===== config.mk =====
export PLATFORM = sky130hd
export DESIGN_NAME = lsu_mem_if
export DESIGN_NICKNAME = d
export VERILOG_FILES = /design/src/rtl/lsu_mem_if.sv
export SDC_FILE = /design/constraint.sdc
export NUM_CORES = 1
export LEC_CHECK = 0
export CORE_AREA = 2 2 154 156
export CTS_CLUSTER_DIAMETER = 200
export DETAILED_ROUTE_END_ITERATION = 8
export DIE_AREA = 0 0 156 158
export SETUP_SLACK_MARGIN = 0.4
export SYNTH_ARGS = -nofsm -noshare
export SYNTH_HDL_FRONTEND = slang
export SYNTH_SLANG_ARGS = --single-unit

===== constraint.sdc =====
create_clock -name clk -period 5.04 [get_ports clk]
set_input_delay 1.512 -clock clk [delete_from_list [all_inputs] [get_ports clk]]
set_output_delay 1.512 -clock clk [all_outputs]
set_load 0.1 [all_outputs]

===== src/rtl/lsu_mem_if.sv =====
// lsu_mem_if: one-at-a-time load/store initiator for the byte-addressed RAM.
// Optional LSU_MISALIGN_TRAP_EN: flag misaligned accesses instead of doing them.

`ifndef XLEN
`define XLEN 64
`endif
`ifndef MASK_BYTE
`define MASK_BYTE   2'b00
`define MASK_HALF   2'b01
`define MASK_WORD   2'b10
`define MASK_DOUBLE 2'b11
`endif

module lsu_mem_if #(
   parameter int ADDR_BITS = 10
) (
   input  logic              clk,
   input  logic              rst_n,
   input  logic              req_valid_i,
   output logic              req_ready_o,
   input  logic              req_store_i,
   input  logic [1:0]        req_size_i,
   input  logic              req_unsigned_i,
   input  logic [`XLEN-1:0]  req_addr_i,
   input  logic [`XLEN-1:0]  req_wdata_i,
   output logic              resp_valid_o,
   input  logic              resp_ready_i,
   output logic [`XLEN-1:0]  resp_rdata_o,
`ifdef LSU_MISALIGN_TRAP_EN
   output logic              resp_err_o,
`endif
   output logic [`XLEN-1:0]  ram_addr_o,
   output logic              ram_wen_o,
   output logic [`XLEN-1:0]  ram_wdata_o,
   output logic [1:0]        ram_wmask_o,
   input  logic [`XLEN-1:0]  ram_rdata_i
);

   typedef enum logic [1:0] {
      S_IDLE,
      S_ACCESS,
      S_RESP
   } state_t;

   state_t st_q, st_d;

   logic                 store_q;
   logic [1:0]           size_q;
   logic                 uns_q;
   logic [ADDR_BITS-1:0] addr_q;
   logic [`XLEN-1:0]     wdata_q;
   logic [`XLEN-1:0]     rdata_q;
   logic                 accept;
   logic                 err;

   assign accept = req_valid_i & req_ready_o;

   function automatic logic [`XLEN-1:0] extend(
      input logic [1:0]       size,
      input logic             uns,
      input logic [`XLEN-1:0] d
   );
      logic [`XLEN-1:0] r;
      r = d;
      unique case (1'b1)
         (size == `MASK_BYTE):
            r = {{(`XLEN-8){~uns & d[7]}}, d[7:0]};
         (size == `MASK_HALF):
            r = {{(`XLEN-16){~uns & d[15]}}, d[15:0]};
         (size == `MASK_WORD):
            r = {{(`XLEN-32){~uns & d[31]}}, d[31:0]};
         default:
            r = d;
      endcase
      return r;
   endfunction

`ifdef LSU_MISALIGN_TRAP_EN
   logic err_q;

   function automatic logic misaligned(
      input logic [1:0] size,
      input logic [2:0] a
   );
      logic m;
      m = 1'b0;
      unique case (1'b1)
         (size == `MASK_HALF):   m = a[0];
         (size == `MASK_WORD):   m = |a[1:0];
         (size == `MASK_DOUBLE): m = |a[2:0];
         default:                m = 1'b0;
      endcase
      return m;
   endfunction

   // Flag lives for one transaction: set at accept, cleared leaving RESP.
   always_ff @(posedge clk or negedge rst_n) begin
      if (!rst_n) begin
         err_q <= 1'b0;
      end else if (accept) begin
         err_q <= misaligned(req_size_i, req_addr_i[2:0]);
      end else if (st_q == S_RESP && resp_ready_i) begin
         err_q <= 1'b0;
      end
   end

   assign err        = err_q;
   assign resp_err_o = err_q & resp_valid_o;
`else
   assign err = 1'b0;
`endif

   always_ff @(posedge clk or negedge rst_n) begin
      if (!rst_n) begin
         st_q <= S_IDLE;
      end else begin
         st_q <= st_d;
      end
   end

   // RAM port is only live in ACCESS, so reset kills a write at once.
   always_comb begin
      st_d         = st_q;
      req_ready_o  = 1'b0;
      resp_valid_o = 1'b0;
      ram_wen_o    = 1'b0;
      ram_addr_o   = '0;
      ram_wdata_o  = '0;
      ram_wmask_o  = `MASK_BYTE;
      unique case (st_q)
         S_IDLE: begin
            req_ready_o = 1'b1;
            if (req_valid_i) st_d = S_ACCESS;
         end
         S_ACCESS: begin
            ram_addr_o  = {{(`XLEN-ADDR_BITS){1'b0}}, addr_q};
            ram_wdata_o = wdata_q;
            ram_wmask_o = size_q;
            ram_wen_o   = store_q & ~err;
            st_d        = S_RESP;
         end
         S_RESP: begin
            resp_valid_o = 1'b1;
            if (resp_ready_i) st_d = S_IDLE;
         end
         default: st_d = S_IDLE;
      endcase
   end

   always_ff @(posedge clk or negedge rst_n) begin
      if (!rst_n) begin
         store_q <= 1'b0;
         size_q  <= `MASK_BYTE;
         uns_q   <= 1'b0;
         addr_q  <= '0;
         wdata_q <= '0;
      end else if (accept) begin
         store_q <= req_store_i;
         size_q  <= req_size_i;
         uns_q   <= req_unsigned_i;
         addr_q  <= req_addr_i[ADDR_BITS-1:0];
         wdata_q <= req_wdata_i;
      end
   end

   always_ff @(posedge clk or negedge rst_n) begin
      if (!rst_n) begin
         rdata_q <= '0;
      end else if (st_q == S_ACCESS) begin
         if (store_q || err) begin
            rdata_q <= '0;
         end else begin
            rdata_q <= extend(size_q, uns_q, ram_rdata_i);
         end
      end
   end

   assign resp_rdata_o = rdata_q;

endmodule


After elaboration in Yosys (flattened, before gate mapping)
Index checks and enable logic that the tools add are counted.
{"block": "word_totals", "word_cells": 32, "out_inout_bits": 197, "reg_bits": 144, "inputBits": 200}
{"block": "classes", "bitwise_logic": 5, "n_mux": 11, "n_eq_ne": 6, "reduce_logical": 3}
{"operator": "64-bit case mux with 3 select lines", "count": 1}
{"operator": "64-bit two-way mux", "count": 2}
{"operator": "10-bit two-way mux", "count": 1}
{"operator": "2-bit two-way mux", "count": 3}
{"operator": "2-bit case mux with 3 select lines", "count": 1}
{"operator": "1-bit AND", "count": 4}
{"operator": "2-bit by 1-bit == test with 1-bit output (second input constant)", "count": 2}
{"operator": "2-bit == test (second input constant)", "count": 2}
{"operator": "2-bit logical NOT", "count": 2}
{"operator": "2-bit inequality test (second input constant)", "count": 2}
{"operator": "1-bit two-way mux", "count": 3}
{"operator": "2-bit AND reduction", "count": 1}
{"operator": "1-bit inverter", "count": 1}

Longest topological paths before layout
Gate-level depths: netlist (run 1).
{"block": "logic_depth", "word_depth": 4, "mapped_depth": 6, "mapped_depth_nobuf": 4}

Worst setup path after synthesis (run 1)
No wires, ideal clock.
{"block": "synth_path", "kind": "register to output", "from": "register st_q[1]", "to": "output port ram_addr_o[6]", "arrival_time_ns": 1.915, "setup_slack_ns": 1.613, "n_path_buf": 2, "required_time_ns": 3.528, "stages_incl_launch_ff": 5, "path_cell_list": "dfrtp_1 -> nor2b_1 -> clkbuf_1 -> clkbuf_1 -> and2_1"}
{"block": "synth_via", "elab_chain_len": 2}
{"element": "start: declaration", "line": "45", "source": "state_t st_q, st_d;"}
{"element": "start signal: assignment", "line": "117", "source": "st_q <= st_d;"}
{"element": "2-bit by 1-bit == test with 1-bit output", "line": "130", "source": "unique case (st_q)"}
{"element": "10-bit two-way mux", "line": "130"}
{"element": "end: declaration", "line": "32", "source": "output logic [`XLEN-1:0] ram_addr_o,"}
No other way between the ends.

Worst setup path in the final report (run 1)
{"block": "layout_path", "from": "register st_q[0]", "to": "output port ram_addr_o[6]"}
The elaborated chain is that of the path after synthesis.

==> flow_metrics.py, run 1 <==
metrics = {
    "placement": {
        "gp_congestion": 0.738,
        "dp_hpwl_um": 12700,
        "port_buffers": 288,
        "placed_cell_area_mm2": 0.00943,
        "pre_cts_slack_ns": 1.48,
    },
    "logic_synthesis": {
        "yosysWarnings": 0,
        "netlist_area_mm2": 0.00670,
        "synthCells": 605,
        "synth_cell_types": 25,
        "ys_ff_latch": 144,
        "ys_seq_area_share_pct": 53.8,
        "syn_avg_cell_area_um2": 11.1,
    },
    "setup_path": {
        "criticalPathCategory": "flip-flop to output pin",
        "cp.arrival_ns": 2.29,
        "path_cells": "nor2b_4 > buf_12 > and2_1 > buf_4",
        "setup.worst_path.start": "st_q[0]",
        "r2r-start": "size_q[1]",
        "start_kind": "flip-flop",
        "critPathRequiredTime_ns": 3.53,
        "cp_max_fo": 49,
        "slowest_delay_ns": 0.68,
        "crit_slowest_cell": "nor2b_4",
        "critical_path_buf_inv_count": 2,
        "cp-end-kind": "output pin",
        "path_delay_family": "simple AND/OR/NAND/NOR gates",
    },
    "layout": {
        "drive_gt1_share_pct": 26.1,
        "antenna_cells": 0,
        "multi_input_area_mm2": 0.00271,
        "num-fill-cells": 2256,
        "ff_latch_area_mm2": 0.00360,
        "design_area_mm2": 0.0101,
        "fin_nets": 1076,
        "syn_to_final_growth_pct": 50.0,
    },
    "clock_network": {
        "hold_buffers": 0,
        "cts_tree": "yes",
        "clkTransAtPathRegs_ns": 0.07,
        "insertion_delay_ns": 0.42,
        "cts_buffers": 17,
        "ctsResizeCount": 0,
        "cts_setup_buffers": 0,
        "root_buffer": "clkbuf_16",
        "htreeDepth": 4,
        "cts_max_path_buffers": 2,
        "cts_sinks": 144,
    },
    "sta": {
        "period_share_pct": 75.5,
        "finalSetupViolCount": 0,
        "setup_ws_ns": 1.23,
        "hold_violations": 0,
        "tns_ns": 0,
        "period_needed_ns": 3.81,
        "tightest_slew_ns": 1.10,
        "drv_slew": 0,
        "fmax_mhz": 263,
        "finClkSkew_ns": 0.0137,
        "max_slew_margin_pct": 26.5,
        "rsz0062_at_grt": "no",
    },
    "floorplan": {
        "die_w_um": 156,
        "core_mm2": 0.0231,
        "die_area_mm2": 0.0246,
        "fp.dieH_um": 158,
        "rows": 56,
        "start_util_pct": 29.1,
        "io_pins": 397,
    },
    "worst_hold_path": {
        "min_path_type": "flip-flop to flip-flop",
        "hp-start": "resp_rdata_o[6]",
    },
    "routing": {
        "drtIter0Drc": 192,
        "wire_per_inst_um": 16.0,
        "routed_wirelength_um": 18900,
        "detail-route-antenna-nets": 0,
        "dr.pass1.iters": 4,
        "num_vias": 5139,
        "viasPerCell": 4.36,
        "drc": 0,
    },
    "global_route": {
        "antenna_found_initial": 0,
        "grt_overflow": 0,
        "grt_pass1_wl_um": 28700,
        "grt_pass1_vias": 5125,
        "track_usage_pct": 15.1,
        "grt_max_degree": 93,
    },
    "job": {
        "cap_violations": 0,
    },
    "status": {
        "status": "complete, no violations",
    },
}
cells by family (layout without fill, tap and decap cells):
group	Yosys count	in the layout	synth area share, %
buffers and inverters	97	328	9.11
multiplexers	79	79	13.3
flip-flops	144	144	53.8
other	1	54	0.0560
AND/OR/NAND/NOR	202	202	15.3
AO/OA/AOI/OAI	82	82	8.48
flip-flops by register name (all words and copies together), names as in the netlist:
name          count
resp_rdata_o     64
wdata_q          64
addr_q           10
size_q            2
st_q              2
store_q           1
uns_q             1
worst register-to-register path, cell delays in order (launching register included):
cell      delay [ns]
dfrtp_1         0.87
or2_1           0.43
nor3b_4         0.14
nand3b_2        0.73
a22o_2          0.48
path summary, 6_finish.rpt:
path | endpoint | cells after the start | slack, ns
setup / recovery | ram_addr_o[6] | 4 | 1.23
hold / removal | resp_rdata_o[6] | 2 | 0.47
setup reg to reg | resp_rdata_o[43] | 4 | 2.27
hold reg to reg | resp_rdata_o[6] | 2 | 0.47
max in group asynchronous | wdata_q[21] | 2 | 2.81
min in group asynchronous | resp_rdata_o[14] | 1 | 1.15
per-stage QoR:
step | hold WS [ns] | utilization [%] | cells
after floorplan | 0.472 | - | 658
after global placement | 0.451 | 40.9 | 1147
after detailed placement | 0.456 | 40.9 | 1147
after CTS | 0.471 | 43.6 | 1179
after global routing | 0.487 | 43.6 | 1179
final | 0.468 | 43.6 | 1179
layout by cell type (no fill, tap or decap), types with 3 or more instances in the layout:
cell / instances
bufinv_16: 3
dfrtp_1: 144
clkbuf_16: 17
nand3b_1: 9
and2_1: 76
inv_6: 3
nor2_1: 65
a21oi_1: 24
buf_4: 83
a22o_2: 30
mux2_2: 78
conb_1: 54
clkinvlp_4: 3
o21ai_0: 26
clkdlybuf4s50_1: 210
nand2_1: 41
synthesized netlist by cell type:
library cell	count	area [um^2]
dfrtp_1	144	3600
mux2_2	78	878
and2_1	77	482
nor2_1	65	244
buf_4	54	405
nand2_1	41	154
a22o_2	30	300
clkbuf_1	26	97.6
o21ai_0	26	130
a21oi_1	24	120
buf_2	11	55.1
nand3b_1	9	67.6
buf_6	4	45.0
nand2b_1	3	18.8
a22o_1	2	17.5
nor2b_1	2	12.5
and2_2	1	7.51
buf_1	1	3.75
conb_1	1	3.75
inv_1	1	3.75
mux2i_1	1	10.0
nand3b_2	1	11.3
nor3_1	1	5.00
nor3b_4	1	18.8
or2_1	1	6.26
routing by layer:
metal	track usage, %	routed length (um)
met4	3.93	155
met3	7.09	1990
met1	19.3	8280
met5	0	0
met2	23.0	8500
cell type report:
type,instances,share of cell area [%]
clock buffer,19,4.41
clock inverter,13,1.74
inverter,1,0.0373
multi-input combinational,417,26.9
sequential,144,35.9
tap,290,3.61
timing repair buffer,295,27.4
Power of run 1 is left out: the tool's default activity adds up to more than one toggle a clock period on the data nets, which glitch-free logic cannot reach.
==> run 2, diff against run 1 <==
--- a/config.mk
+++ b/config.mk
@@ -5,10 +5,11 @@
 export SDC_FILE = /design/constraint.sdc
 export NUM_CORES = 1
 export LEC_CHECK = 0
-export CORE_AREA = 2 2 154 156
+export CORE_AREA = 2 2 153 155
 export CTS_CLUSTER_DIAMETER = 200
 export DETAILED_ROUTE_END_ITERATION = 8
-export DIE_AREA = 0 0 156 158
+export DIE_AREA = 0 0 155 157
+export PLACE_DENSITY = 0.66
 export SETUP_SLACK_MARGIN = 0.4
 export SYNTH_ARGS = -nofsm -noshare
 export SYNTH_HDL_FRONTEND = slang
==> constraint.sdc (replaced) <==
create_clock -name clk -period 3.7 [get_ports clk]
set_input_delay 1.11 -clock clk [delete_from_list [all_inputs] [get_ports clk]]
set_output_delay 1.11 -clock clk [all_outputs]
set_load 0.1 [all_outputs]
==> run 2 against run 1 <==
  * Count of clock-buffer cells in the layout up 1
  * Clock skew shrank 0.0035 ns
  * Global-route usage rose by 0.35 points
  * Non-clock buffer count is 5 higher
  * Die area is 1.3% lower
  * Utilization up 2.2 points
  * Via count rose by 1.5%
  * Final area grew 2.6%
  * Register-to-register slack worse by 0.95 ns
  * Sequential cell count unchanged
  * Sequential share of layout area fell by 0.92 points
  * Routed wire length is 0.19% higher
  * Critical endpoint is now ram_wdata_o[43]
  * Highest routed layer unchanged
==> flow_metrics.py, run 2 (synthesis gave the netlist of run 1 again) <==
metrics = {
    "status": {
        "status": "complete, no violations",
    },
    "routing": {
        "detail-route-antenna-nets": 0,
        "drc": 0,
        "drtIter0Drc": 298,
        "wire_per_inst_um": 16.1,
        "dr.pass1.iters": 4,
        "num_vias": 5216,
        "routed_wirelength_um": 19000,
        "viasPerCell": 4.43,
    },
    "setup_path": {
        "criticalPathCategory": "flip-flop to output pin",
        "r2r_setup_slack_ns": 1.32,
        "cp_max_fo": 64,
        "start_kind": "flip-flop",
        "rr_endpoint": "resp_rdata_o[36]",
        "cp-end-kind": "output pin",
        "critPathRequiredTime_ns": 2.59,
        "r2r-start": "size_q[1]",
        "ff2ff_path_depth": 6,
        "cp.arrival_ns": 1.75,
    },
    "clock_network": {
        "htreeDepth": 4,
        "insertion_delay_ns": 0.41,
        "ctsResizeCount": 0,
        "cts_setup_buffers": 0,
        "root_buffer": "clkbuf_16",
        "hold_buffers": 0,
        "cts_tree": "yes",
        "cts_max_path_buffers": 2,
        "clkTransAtPathRegs_ns": 0.06,
        "cts_buffers": 17,
        "cts_sinks": 144,
    },
    "floorplan": {
        "rows": 55,
        "fp.dieH_um": 157,
        "io_pins": 397,
        "die_w_um": 155,
        "die_area_mm2": 0.0243,
        "core_mm2": 0.0225,
        "start_util_pct": 29.8,
    },
    "sta": {
        "hold_violations": 0,
        "fmax_mhz": 349,
        "tightest_slew_ns": 1.12,
        "finalSetupViolCount": 0,
        "drv_slew": 0,
        "rsz0062_at_grt": "no",
        "period_share_pct": 77.4,
        "period_needed_ns": 2.86,
        "finClkSkew_ns": 0.0102,
        "max_slew_margin_pct": 25.6,
        "fin_hold_ws_ns": 0.467,
        "tns_ns": 0,
    },
    "global_route": {
        "track_usage_pct": 15.4,
        "grt_pass1_vias": 5337,
        "grt_max_degree": 71,
        "antenna_found_initial": 0,
        "grt_pass1_wl_um": 29300,
        "grt_overflow": 0,
    },
    "layout": {
        "fin_nets": 1081,
        "multi_input_area_mm2": 0.00270,
        "antenna_cells": 0,
        "final_core_util_pct": 45.8,
        "layout_common_cells": "dfrtp_1, clkdlybuf4s50_1, buf_4",
        "num-fill-cells": 2143,
        "syn_to_final_growth_pct": 53.9,
        "drive_gt1_share_pct": 33.8,
        "ff_latch_area_mm2": 0.00360,
    },
    "worst_hold_path": {
        "hold_path_end": "resp_rdata_o[6]",
        "hold_depth": 2,
        "hp-start": "resp_rdata_o[6]",
        "min_path_type": "flip-flop to flip-flop",
    },
    "placement": {
        "port_buffers": 288,
        "dp_hpwl_um": 13300,
        "gp_congestion": 0.728,
    },
    "job": {
        "cap_violations": 0,
    },
}
==> run 2: changes by cell type in the layout (fill, tap and decap cells not counted), moves of 2 or more <==
cell             previous run  this run
clkdlybuf4s50_1           210       144
buf_4                      83       120
buf_12                      1        35
clkbuf_8                    1         3
inv_8                       2         0
==> run 2: worst max path at each step <==
stage | cells past startpoint | slack [ns] | start | to
after floorplan | 4 | 0.67 | st_q[1] | ram_addr_o[6]
after global placement | 5 | 0.80 | ram_rdata_i[7] | resp_rdata_o[61]
after detailed placement | 5 | 0.78 | ram_rdata_i[7] | resp_rdata_o[47]
after CTS | 4 | 0.79 | st_q[0] | ram_wmask_o[0]
after global routing | 4 | 0.70 | st_q[0] | ram_wmask_o[0]
final | 4 | 0.84 | st_q[0] | ram_wdata_o[43]
==> run 2: per-stage QoR <==
| stage | setup slack (ns) | std cells | instance area (um^2) |
|---|---|---|---|
| detailed placement | 0.778 | 1147 | 9720 |
| CTS | 0.789 | 1178 | 10300 |
| finish | 0.836 | 1178 | 10300 |
| global placement | 0.796 | 1147 | 9720 |
| floorplan | 0.675 | 658 | 6900 |
| global route | 0.698 | 1178 | 10300 |
==> run 2: metal layers <==
metal / global-route usage (%) / wire length, um / vias up
li1: - / - / 2454
met1: 18.7 / 8050 / 2532
met2: 24.8 / 8910 / 223
met3: 7.27 / 1860 / 7
met4: 4.10 / 138 / 0
met5: 0 / 0 / -
==> run 2: area by class of cell <==
class	instances	share of cell area [%]
Tap cell	285	3.46
Clock inverter	11	1.26
Timing Repair Buffer	300	29.6
Multi-Input combinational cell	417	26.2
Clock buffer	20	4.52
Inverter	1	0.0364
Sequential cell	144	34.9
==> run 2: worst max-delay path, stage by stage, from the launching register on <==
cell	delay (ns)
dfrtp_1	0.40
nor2b_4	0.19
buf_12	0.24
and2_1	0.19
buf_4	0.29
Power of run 2 is left out for the same reason.
==> run 3, diff against run 2 <==
--- a/config.mk
+++ b/config.mk
@@ -5,11 +5,11 @@
 export SDC_FILE = /design/constraint.sdc
 export NUM_CORES = 1
 export LEC_CHECK = 0
-export CORE_AREA = 2 2 153 155
+export CORE_AREA = 2 2 152 154
 export CTS_CLUSTER_DIAMETER = 200
 export DETAILED_ROUTE_END_ITERATION = 8
-export DIE_AREA = 0 0 155 157
-export PLACE_DENSITY = 0.66
+export DIE_AREA = 0 0 154 156
+export PLACE_DENSITY = 0.69
 export SETUP_SLACK_MARGIN = 0.4
 export SYNTH_ARGS = -nofsm -noshare
 export SYNTH_HDL_FRONTEND = slang
==> constraint.sdc (replaced) <==
create_clock -name clk -period 2.6 [get_ports clk]
set_input_delay 0.78 -clock clk [delete_from_list [all_inputs] [get_ports clk]]
set_output_delay 0.78 -clock clk [all_outputs]
set_load 0.1 [all_outputs]
==> run 3 against run 2 <==
  * Non-clock buffer count rose by 15
  * Worst hold slack lost 0.16 ns
  * Cell count rose by 1.4%
  * Routed wire length up 6.9%
  * Die area fell by 1.3%
  * First-iteration DRC count increased by 2.7%
  * Critical path type unchanged
  * Sequential share of layout area shrank 3.1 points
  * Clock skew about the same
  * Count of clock-buffer cells in the layout is 3 lower
  * Register-to-register slack got worse by 0.75 ns
==> flow_metrics.py, run 3 (synthesis gave the netlist of run 1 again) <==
metrics = {
    "placement": {
        "dp_hpwl_um": 13800,
        "gp_congestion": 0.725,
        "port_buffers": 288,
        "pre_cts_slack_ns": 0.287,
    },
    "floorplan": {
        "rows": 55,
        "die_w_um": 154,
        "start_util_pct": 30.0,
        "die_area_mm2": 0.0240,
        "fp.dieH_um": 156,
        "core_mm2": 0.0224,
        "io_pins": 397,
    },
    "setup_path": {
        "start_kind": "flip-flop",
        "cp-end-kind": "output pin",
        "path_cells": "nor2b_4 > buf_4 > buf_12 > and2_2 > buf_12",
        "cp_max_fo": 11,
        "critPathRequiredTime_ns": 1.82,
        "cp.arrival_ns": 1.65,
        "critical_path_buf_inv_count": 3,
        "path_delay_family": "buffers and inverters",
        "slowest_delay_ns": 0.43,
        "crit_slowest_cell": "dfrtp_2",
        "criticalPathCategory": "flip-flop to output pin",
        "worst_path_most_repeated_cell": "buf_12",
    },
    "sta": {
        "setup_ws_ns": 0.168,
        "tns_ns": 0,
        "hold_violations": 0,
        "finalSetupViolCount": 0,
        "finClkSkew_ns": 0.0101,
        "fin_hold_ws_ns": 0.308,
        "period_needed_ns": 2.43,
        "drv_slew": 0,
        "period_share_pct": 93.5,
        "fmax_mhz": 411,
        "max_slew_margin_pct": 59.8,
        "tightest_slew_ns": 0.603,
        "rsz0062_at_grt": "yes",
    },
    "clock_network": {
        "hold_buffers": 0,
        "insertion_delay_ns": 0.42,
        "clkTransAtPathRegs_ns": 0.07,
        "cts_sinks": 144,
        "cts_buffers": 17,
        "cts_max_path_buffers": 2,
        "cts_tree": "yes",
        "htreeDepth": 4,
        "root_buffer": "clkbuf_16",
    },
    "layout": {
        "multi_input_area_mm2": 0.00288,
        "final_common_cell": "clkdlybuf4s50_1",
        "antenna_cells": 0,
        "ff_latch_area_mm2": 0.00361,
        "layout_common_cells": "clkdlybuf4s50_1, dfrtp_1, buf_12",
        "fin_nets": 1096,
        "syn_to_final_growth_pct": 69.3,
        "num-fill-cells": 1986,
        "drive_gt1_share_pct": 44.0,
    },
    "routing": {
        "num_vias": 5317,
        "drc": 0,
        "wire_per_inst_um": 17.0,
        "drtIter0Drc": 306,
        "viasPerCell": 4.45,
        "dr.pass1.iters": 4,
        "routed_wirelength_um": 20300,
        "detail-route-antenna-nets": 0,
    },
    "global_route": {
        "grt_pass1_wl_um": 31000,
        "grt_overflow": 0,
        "antenna_found_initial": 0,
        "grt_max_degree": 66,
        "grt_pass1_vias": 5414,
        "track_usage_pct": 16.7,
    },
    "worst_hold_path": {
        "min_path_type": "primary input to async pin",
    },
    "status": {
        "status": "complete, no violations",
    },
    "job": {
        "cap_violations": 0,
    },
}
==> run 3: cell count changes in the layout (fill, tap and decap cells not counted), sizes merged <==
cell / change
buf: +12
inv: +7
clkinvlp: -3
==> run 3: repair_timing <==
action / in CTS / in global routing
setup endpoints to repair: 109 / 79
buffers inserted: 6 / 0
resized for setup: 7 / 10
pin swaps: 0 / 0
gates cloned: 2 / 3
==> run 3: final timing paths <==
kind | startpoint | endpoint | slack [ns] | cells past startpoint
max in group asynchronous | rst_n | addr_q[8] | 1.64 | 2
hold reg to reg | resp_rdata_o[5] | resp_rdata_o[5] | 0.47 | 2
setup / recovery | st_q[1] | ram_addr_o[9] | 0.17 | 5
min in group clk | resp_rdata_o[5] | resp_rdata_o[5] | 0.47 | 2
setup reg to reg | size_q[1] | resp_rdata_o[51] | 0.57 | 5
hold / removal | rst_n | resp_rdata_o[49] | 0.31 | 1
==> run 3: layout make-up <==
type	instances	area share (%)
repair buffers	315	34.3
flip-flops and latches	144	31.8
multi-input cells	417	25.3
clock buffers	17	3.75
well taps	285	3.14
clock inverters	15	1.68
inverters	1	0.0331
==> run 3: metrics by stage <==
step	cells	util, %	cell area (um^2)
floorplan	658	-	7070
global placement	1151	47.1	10500
detailed placement	1151	47.1	10500
CTS	1191	50.3	11300
global route	1194	50.7	11300
finish	1194	50.7	11300
==> run 3: layer usage <==
metal | up-vias | routed length [um] | track usage [%]
met2 | 227 | 9690 | 26.6
met1 | 2582 | 8410 | 20.5
li1 | 2492 | - | -
met3 | 16 | 1870 | 6.86
met5 | - | 0 | 0
met4 | 0 | 283 | 5.56
==> run 3: worst register-to-register path, stage by stage, from the launching register on <==
cell	delay (ns)
dfrtp_2	0.56
or2_1	0.45
nor3b_4	0.25
nand3b_2	0.14
buf_4	0.34
a22o_2	0.23
Power of run 3 is left out for the same reason.
